File: src/rtl/dmem_arbiter.sv
// dmem_arbiter
//   Shares one synchronous data-memory port between NREQ requesters (for
//   example the pipeline M stage and an IO/DMA engine). One request is
//   granted per cycle by a round-robin scheduler. A requester may lock the
//   port for a burst of at most MAX_BURST grants. Read data coming back one
//   cycle later is steered to the requester that issued the read.
//
// Ports
//   clock          rising-edge clock
//   reset          asynchronous reset, active low (asserted at 0)
//   req_valid      per-requester request pending
//   req_lock       per-requester "keep ownership after this grant"
//   req_we         per-requester 1=write, 0=read
//   req_addr       packed word addresses, requester i at [i*AW +: AW]
//   req_wdata      packed write data, requester i at [i*DW +: DW]
//   req_type       packed funct3 read types, requester i at [i*3 +: 3]
//   req_ready      one-hot grant, request accepted this cycle
//   rsp_valid      one-hot, read data valid for requester i
//   rsp_data       read data (0 when no response)
//   mem_addr       address to dmem
//   mem_wdata      write data to dmem
//   mem_we         write enable to dmem
//   mem_read_type  funct3 read type to dmem
//   mem_rdata      dmem read data, valid one cycle after the address
module dmem_arbiter #(
  parameter int NREQ      = 2,
  parameter int AW        = 32,
  parameter int DW        = 32,
  parameter int MAX_BURST = 4
) (
  input  logic              clock,
  input  logic              reset,
  input  logic [NREQ-1:0]   req_valid,
  input  logic [NREQ-1:0]   req_lock,
  input  logic [NREQ-1:0]   req_we,
  input  logic [NREQ*AW-1:0] req_addr,
  input  logic [NREQ*DW-1:0] req_wdata,
  input  logic [NREQ*3-1:0] req_type,
  output logic [NREQ-1:0]   req_ready,
  output logic [NREQ-1:0]   rsp_valid,
  output logic [DW-1:0]     rsp_data,
  output logic [AW-1:0]     mem_addr,
  output logic [DW-1:0]     mem_wdata,
  output logic              mem_we,
  output logic [2:0]        mem_read_type,
  input  logic [DW-1:0]     mem_rdata
);

  localparam int PW = (NREQ > 1) ? $clog2(NREQ) : 1;
  localparam int BW = $clog2(MAX_BURST + 1);

  typedef enum logic {
    ARB,
    LOCK
  } state_t;

  state_t          state;
  logic [PW-1:0]   ptr;
  logic [PW-1:0]   owner;
  logic [BW-1:0]   burst_cnt;
  logic            rsp_pend;
  logic [PW-1:0]   rsp_id;

  logic            owner_hold;
  logic [PW-1:0]   scan_start;
  logic            grant_any;
  logic [PW-1:0]   grant_idx;
  logic            grant_read;
  int              scan_idx;

  // Index of the requester after i, wrapping NREQ-1 back to 0.
  function automatic logic [PW-1:0] next_idx(input logic [PW-1:0] i);
    if (int'(i) == NREQ - 1) begin
      return '0;
    end
    return i + PW'(1);
  endfunction

  // Grant selection. A locked owner that still has burst budget and a
  // pending request keeps the port. Otherwise (plain arbitration or a
  // forced release) the first valid requester from the scan start wins;
  // on a release the scan starts just past the old owner, so the old
  // owner is only picked when nobody else is waiting. Reset masks every
  // grant so nothing reaches the memory while reset is held.
  always_comb begin
    owner_hold = (state == LOCK) && req_valid[owner] &&
                 (burst_cnt < BW'(MAX_BURST));
    scan_start = (state == LOCK) ? next_idx(owner) : ptr;
    grant_any  = 1'b0;
    grant_idx  = '0;
    scan_idx   = 0;
    if (owner_hold) begin
      grant_any = 1'b1;
      grant_idx = owner;
    end else begin
      for (int k = 0; k < NREQ; k++) begin
        scan_idx = (int'(scan_start) + k) % NREQ;
        if (!grant_any && req_valid[scan_idx]) begin
          grant_any = 1'b1;
          grant_idx = PW'(scan_idx);
        end
      end
    end
    if (!reset) begin
      grant_any = 1'b0;
    end
    grant_read = grant_any && !req_we[grant_idx];
  end

  // Memory drive and one-hot ready come straight from the granted slice;
  // an idle cycle drives all zeros so the RAM sees no stray write.
  always_comb begin
    req_ready     = '0;
    mem_addr      = '0;
    mem_wdata     = '0;
    mem_we        = 1'b0;
    mem_read_type = 3'b000;
    if (grant_any) begin
      req_ready[grant_idx] = 1'b1;
      mem_addr             = req_addr[int'(grant_idx)*AW +: AW];
      mem_wdata            = req_wdata[int'(grant_idx)*DW +: DW];
      mem_we               = req_we[grant_idx];
      mem_read_type        = req_type[int'(grant_idx)*3 +: 3];
    end
  end

  // Read responses: the RAM returns data one cycle after the address, so
  // the registered requester id simply steers the passthrough data.
  always_comb begin
    rsp_valid = '0;
    rsp_data  = '0;
    if (rsp_pend && reset) begin
      rsp_valid[rsp_id] = 1'b1;
      rsp_data          = mem_rdata;
    end
  end

  // Arbiter state. While a lock is held the round-robin pointer is frozen
  // (it already points past the owner from the grant that opened the
  // lock). Releasing, whether voluntary or forced, leaves the pointer just
  // past the owner unless a new grant moves it on.
  always_ff @(posedge clock or negedge reset) begin
    if (!reset) begin
      state     <= ARB;
      ptr       <= '0;
      owner     <= '0;
      burst_cnt <= '0;
      rsp_pend  <= 1'b0;
      rsp_id    <= '0;
    end else begin
      rsp_pend <= grant_read;
      if (grant_read) begin
        rsp_id <= grant_idx;
      end
      if (owner_hold) begin
        burst_cnt <= burst_cnt + BW'(1);
        if (!req_lock[owner]) begin
          state <= ARB;
          ptr   <= next_idx(owner);
        end
      end else if (grant_any) begin
        ptr <= next_idx(grant_idx);
        if (req_lock[grant_idx] && (MAX_BURST > 1)) begin
          state     <= LOCK;
          owner     <= grant_idx;
          burst_cnt <= BW'(1);
        end else begin
          state <= ARB;
        end
      end else if (state == LOCK) begin
        state <= ARB;
        ptr   <= next_idx(owner);
      end
    end
  end

endmodule

File: config.mk
export PLATFORM = sky130hd
export DESIGN_NAME = dmem_arbiter
export DESIGN_NICKNAME = d
export VERILOG_FILES = /design/src/rtl/dmem_arbiter.sv
export SDC_FILE = /design/constraint.sdc
export NUM_CORES = 1
export LEC_CHECK = 0
export CAP_MARGIN = 20
export CORE_AREA = 5 5 106 108
export CTS_CLUSTER_DIAMETER = 150
export CTS_CLUSTER_SIZE = 30
export DETAILED_ROUTE_END_ITERATION = 6
export DIE_AREA = 0 0 111 113
export GPL_TIMING_DRIVEN = 0
export HOLD_SLACK_MARGIN = 0.02
export PLACE_DENSITY = 0.66
export SLEW_MARGIN = 20
export SYNTH_ARGS = -nofsm -noshare
export SYNTH_HDL_FRONTEND = slang
export SYNTH_SLANG_ARGS = --single-unit
export TNS_END_PERCENT = 5
File: constraint.sdc
create_clock -name clock -period 1.8 [get_ports clock]
set_input_delay 0.27 -clock clock [delete_from_list [all_inputs] [get_ports clock]]
set_output_delay 0.27 -clock clock [all_outputs]
set_load 0.1 [all_outputs]
==> metrics.md, run 1 <==
| Metric | Value |
|---|---|
| Run status | complete, but fails checks |
| Violated checks | setup timing |
| Avg Vias per Cell | 4.61 |
| Max Cap Viol | 0 |
| H-tree depth | 1 |
| Hold Path Class | reg -> reg |
| Final Cell Area | 6480 um^2 |
| CTS root buffer | clkbuf_8 |
| First-pass GRT wire length | 20100 um |
| Core area | 10100 um^2 |
| RSZ-0062 raised after global routing | yes |
| Syn Inst Count | 322 |
| Max stage delay cell, worst path | dfrtp_1 |
| Total Routing Usage GR | 0.196 |
| Syn. warnings | 0 |
| Mapped cell area | 1790 um^2 |
| Reg2reg path depth | 6 |
| Critical Path AT | 2.03 ns |
| Reg clk slew, reported paths | 0.05 ns |
| Crit start category | flip-flop |
| GPL Wtd Cong | 0.856 |
| DIE AREA | 12500 um^2 |
| Vias in the first global route | 3664 |
| Crit. Startpoint | state$_DFFE_PN0P_ |
| Most common cell after layout, fill and taps aside | clkdlybuf4s50_1 |
| Max-slew violations | 0 |
| Rows | 37 |
| CTS tree | built |
| Critical path peak fanout | 6 |
| Clk_lat worst skew | 0.23 ns |
| Drt total wl | 13100 um |
| CP endpoint | mem_wdata[10] |
| DR pass1 iterations | 4 |
| Worst VDD drop | 0.426 mV |
| WP depth | 8 |
| Port bufs | 276 |
| CTS sink cnt | 8 |
| 1st-iter DRT viols | 114 |
| Final Critical Period | 2.30 ns |
| Main area contributors after synthesis | nand2_1 (27%), a21oi_1 (17%), and3_1 (12%), dfrtp_1 (11%), a21oi_2 (4.9%) |
| I/O pin count | 278 |
| Final ANT Viol Nets | 0 |
| Worst path max stage delay | 0.41 ns |
| Number of fillers in the final layout | 823 |
| Antenna violations before repair | 1 |
| Area grow syn2layout | 263% |
| Worst Skew | 0.00743 ns |
| Non-Filler Instances | 754 |
| Syn_nets | 497 |
| Setup violators final | 100 |
| FF-to-FF Start | state$_DFFE_PN0P_ |
| Setup ws final | -0.503 ns |
| Synth unique cells | 33 |
| F_max | 434 MHz |
| Die Ht | 113 um |
| WS Path Type | reg -> out |
| Drt drc | 0 |
| DR vias | 3475 |
| Remaining global-route overflow | 0 |
| Static leakage | 2.63 nW |
| CP Cell Sequence | or3b_4 > o211ai_4 > buf_6 > buf_12 > buf_16 > nand2_2 > a21oi_4 > buf_12 |
| Top delay family on crit path | buffers and inverters |
| Share of cells above drive strength 1 | 0.412 |
| Final net count | 794 |
| Critical Path Sink Type | output port |
| Pre-CTS setup slack | -1.90 ns |
| Slew margin rel. | 0.672 |
| Largest net degree at the start of global routing | 11 |
| Post-DR wirelength/cell | 17.4 um |
| Reg-to-Reg End | state$_DFFE_PN0P_ |
| Num CTS Buffers | 3 |
| Worst EP required | 1.53 ns |
| Most frequent cells in the layout | clkdlybuf4s50_1 (170), nand2_1 (110), a21oi_4 (67) |
| Total power density per cell area | 683 nW/um^2 |
| Worst-margin pin slew | 0.495 ns |
| #FFs+latches synth | 8 |
| Worst path bufs/invs | 4 |
| Total power | 4.43 mW |
| Fin. Hold Viols | 0 |
| Clock Path Buffers | 2 |
| Synth top area share | 0.269 |
| Sequential share of the synthesized area | 0.112 |
| Syn avg cell area | 5.55 um^2 |
| Area leader, netlist | nand2_1 |
| Final period utilization | 1.28 |
| HPWL after detailed placement | 10100 um |
| Cell mode on critical path | buf_12 |
| DP Area | 5500 um^2 |
| Die X | 111 um |
| Starting Density | 0.176 |
| Placed Cells | 734 |
| R2R Setup Slk | 0.02 ns |
through the flow:
stage / hold slack, ns / util / TNS [ns]
3_5_place_dp: 0.540 / 0.543 / -181.65
5_1_grt: 0.583 / 0.639 / -40.34
4_1_cts: 0.557 / 0.633 / -32.82
2_1_floorplan: -0.0256 / - / -20.99
6_report: 0.559 / 0.639 / -32.73
3_3_place_gp: 0.534 / 0.543 / -182.49
kinds of logic (layout without fill, tap and decap cells):
group,after synthesis,in the layout,share of synthesized area
AND/OR/NAND/NOR,190,190,0.472
AO/OA/AOI/OAI,85,85,0.282
buffers and inverters,33,328,0.0952
flip-flops,8,8,0.112
multiplexers,4,4,0.0231
adder cells (fa/ha/maj),1,1,0.00700
XOR/XNOR,1,1,0.00911
other,0,1,0
routing by layer:
| layer | share of wire | GRT usage |
|---|---|---|
| met5 | 0 | 0 |
| met4 | 0.023 | 0.0378 |
| met3 | 0.076 | 0.0487 |
| met2 | 0.56 | 0.396 |
| met1 | 0.34 | 0.203 |
registers in the layout, summed over array words and instances, names as in the netlist:
name	cells
burst_cnt	3
owner	1
ptr	1
rsp_id	1
rsp_pend	1
state	1
worst min path at each step:
stage                          startpoint                  endpoint  slack, ns  cells after the start
final                     ptr$_DFFE_PN0P_           ptr$_DFFE_PN0P_       0.56                      1
after global routing      ptr$_DFFE_PN0P_           ptr$_DFFE_PN0P_       0.58                      1
after CTS                 ptr$_DFFE_PN0P_           ptr$_DFFE_PN0P_       0.56                      1
after detailed placement  ptr$_DFFE_PN0P_           ptr$_DFFE_PN0P_       0.54                      1
after global placement    ptr$_DFFE_PN0P_           ptr$_DFFE_PN0P_       0.53                      1
after floorplan                     reset  burst_cnt[0]$_DFFE_PN0P_      -0.03                      0
timing repair:
item | in CTS | in global routing
endpoints found under the setup margin | 110 | 109
endpoints found under the hold margin | 8 | 0
setup buffers | 8 | 4
hold buffers | 1 | 0
gates cloned | 5 | 0
pin swaps | 10 | 13
gates resized for setup | 850 | 25
cell usage after synthesis:
cell type	count
a21oi_1	60
a21oi_2	10
buf_4	1
or3b_1	1
a31oi_1	2
o211ai_2	1
mux2_2	1
a221o_1	1
ha_1	1
and2_1	3
o21a_1	1
o21ai_0	4
nand3_1	2
inv_1	1
and3_1	33
mux2i_1	3
nor3_1	2
a32oi_1	1
nand2b_1	1
o211ai_1	1
nor2_1	9
buf_2	13
nand2_2	10
buf_6	2
xor2_2	1
or2_1	1
nand2_1	128
dfrtp_1	8
clkbuf_1	15
a2bb2oi_1	1
buf_8	1
o211a_1	1
a22o_1	2
final cells by class:
class                   instances  area [um^2]  area share
repair buffers                293         3510       0.541
multi-input cells             281         2290       0.353
plain buffers                  31          265      0.0409
flip-flops and latches          8          201      0.0311
well taps                     136          170      0.0262
clock buffers                   3         41.3     0.00637
inverters                       1         3.75    0.000579
diodes                          1         2.50    0.000386
power breakdown:
group / internal (mW) / total [mW] / leakage [nW] / switching [mW]
logic: 1.56 / 3.91 / 2.51 / 2.35
registers: 0.235 / 0.292 / 0.0960 / 0.0576
clock network: 0.145 / 0.222 / 0.0216 / 0.0769
total: 1.94 / 4.43 / 2.63 / 2.49
Note: power is estimated with default switching activity, not from simulation.
==> run 2: changes to the inputs <==
Settings changed: CELL_PAD_IN_SITES_DETAIL_PLACEMENT set to 0, CELL_PAD_IN_SITES_GLOBAL_PLACEMENT set to 1, CORE_AREA 5 5 106 108 to unset, CORE_MARGIN set to 5, CORE_UTILIZATION set to 12, DIE_AREA 0 0 111 113 to unset, PLACE_DENSITY 0.66 to unset, PLACE_DENSITY_LB_ADDON set to 0.1.
==> run 2 against run 1 <==
The flow still finishes with violations (setup timing). Worst setup slack improved by 0.050 ns. Highest routed layer unchanged. Sequential power fell by 3%. First-iteration DRC count is 61% lower.
==> metrics.md, run 2 (synthesis gave the netlist of run 1 again) <==
| Metric | Value |
|---|---|
| Run status | complete, but fails checks |
| Violated checks | setup timing |
| Num CTS Buffers | 3 |
| CTS root buffer | clkbuf_16 |
| Reg2reg path depth | 7 |
| H-tree depth | 1 |
| Top delay family on crit path | buffers and inverters |
| DIE AREA | 17400 um^2 |
| Reg clk slew, reported paths | 0.04 ns |
| Post-DR wirelength/cell | 16.8 um |
| Max Cap Viol | 0 |
| Post-Route Setup TNS | -27.70 ns |
| Final ANT Viol Nets | 0 |
| Antenna violations before repair | 0 |
| Crit start category | flip-flop |
| Switching share of power | 0.537 |
| Clk_lat worst skew | 0.23 ns |
| Most frequent cells in the layout | clkdlybuf4s50_1 (170), nand2_1 (104), buf_12 (76) |
| Setup violators final | 70 |
| Total Routing Usage GR | 0.140 |
| GPL Wtd Cong | 0.709 |
| Final period utilization | 1.25 |
| HPWL after detailed placement | 10800 um |
| Placed Cells | 782 |
| Max stage delay cell, worst path | or3b_4 |
| Met1 Track Usage GR | 0.160 |
| Slew margin rel. | 0.622 |
| Min-delay src | reset |
| Combinational power share | 0.859 |
| Most common cell after layout, fill and taps aside | clkdlybuf4s50_1 |
| WS Path Type | reg -> out |
| Flop pwr share | 0.061 |
| Static leakage | 2.65 nW |
| Pre-CTS setup slack | -2.05 ns |
| Reg-to-Reg End | state$_DFFE_PN0P_ |
| DR vias | 3357 |
| Gr busiest metal | met2 |
| Hold Path Class | in -> reg |
| First-pass GRT wire length | 20200 um |
| Setup ws final | -0.453 ns |
| Hold path cells | 3 |
| Die Ht | 132 um |
| Die X | 132 um |
| 1st-iter DRT viols | 45 |
| Multi-input gate area | 2270 um^2 |
| Crit. Startpoint | ptr$_DFFE_PN0P_ |
| Worst VDD drop | 0.552 mV |
| Fin. Hold Viols | 0 |
| Number of fillers in the final layout | 1402 |
| Cell mode on critical path | buf_12 |
| Hold endpoint | rsp_pend$_DFF_PN0_ |
| Grt met3 use | 0.0298 |
| Share of cells above drive strength 1 | 0.423 |
| Critical path peak fanout | 6 |
| Worst-margin pin slew | 0.570 ns |
| I/O pin count | 278 |
| CTS tree | built |
| Area grow syn2layout | 275% |
| Reg with most FFs | burst_cnt |
| Max-slew violations | 0 |
| Antenna cells | 0 |
| Port bufs | 276 |
| Avg Vias per Cell | 4.21 |
| Worst Skew | 0.000625 ns |
| Total power density per cell area | 693 nW/um^2 |
| Largest net degree at the start of global routing | 11 |
| Register area | 200 um^2 |
| Max reg flops | 3 |
| F_max | 444 MHz |
| CTS sink cnt | 8 |
| Vias in the first global route | 3583 |
| Net switching power | 2.49 mW |
| Met2 GRT Util | 0.273 |
| Clock Path Buffers | 2 |
| Final Critical Period | 2.25 ns |
| Cell-internal power | 2.15 mW |
| R2R Setup Slk | 0.01 ns |
| Starting Density | 0.122 |
| CP Cell Sequence | or3b_4 > o211ai_4 > buf_6 > buf_12 > buf_12 > nand2_2 > a21oi_4 > buf_12 |
| Final net count | 791 |
| DR pass1 iterations | 4 |
| Non-Filler Instances | 798 |
| Clock share of power | 0.080 |
| Critical Path Sink Type | output port |
| Drt drc | 0 |
| Drt total wl | 13400 um |
| Worst EP required | 1.53 ns |
| Critical Path AT | 1.98 ns |
| Worst path max stage delay | 0.42 ns |
| Core area | 14600 um^2 |
| FF-to-FF Start | ptr$_DFFE_PN0P_ |
| Rows | 44 |
| RSZ-0062 raised after global routing | yes |
| Remaining global-route overflow | 0 |
| Worst path bufs/invs | 4 |
run 2: power groups by stage:
stage               Clock [mW]  Combinational [mW]  Sequential (mW)
floorplan                    0                2.35            0.269
global placement             0                3.22            0.281
detailed placement           0                3.25            0.284
CTS                      0.378                3.89            0.283
global route             0.397                4.16            0.293
finish                   0.371                3.98            0.284
run 2: metrics by stage:
stage	hold WS [ns]	cell area [um^2]	power, mW	utilization
CTS	0.521	6530	4.55	0.448
floorplan	-0.0256	2570	2.61	-
finish	0.521	6700	4.64	0.459
global route	0.527	6700	4.85	0.459
global placement	0.519	5560	3.50	0.381
detailed placement	0.525	5560	3.53	0.381
run 2: repair_timing:
action                                  CTS  global route
endpoints found under the setup margin  112           103
setup buffers                             8             1
pin swaps                                15            15
hold buffers                              1             0
resized for setup                       873            36
endpoints found under the hold margin     8             0
cloned                                    2             1
run 2: per-layer routing:
metal  share of wire  vias to the layer above
li1                -                     1664
met1            0.38                     1555
met2            0.55                      130
met3           0.056                        8
met4           0.012                        0
met5               0                        -
run 2: worst max-delay path by stage:
stage,endpoint,depth (start not counted)
2_1_floorplan,mem_wdata[10],7
3_3_place_gp,mem_addr[4],6
3_5_place_dp,mem_addr[4],6
4_1_cts,mem_wdata[1],8
5_1_grt,mem_wdata[22],9
6_report,mem_wdata[22],8
run 2: layout make-up:
type                       count  share of cell area
buffer                        32              0.0531
clock buffer                   3              0.0112
inverter                       1            0.000560
multi-input combinational    281               0.339
sequential                     8              0.0299
tap                          184              0.0344
timing repair buffer         289               0.531
run 2: worst min-delay path, cell delays in order:
cell	delay, ns
buf_2	0.13
o21a_1	0.15
and2_1	0.15
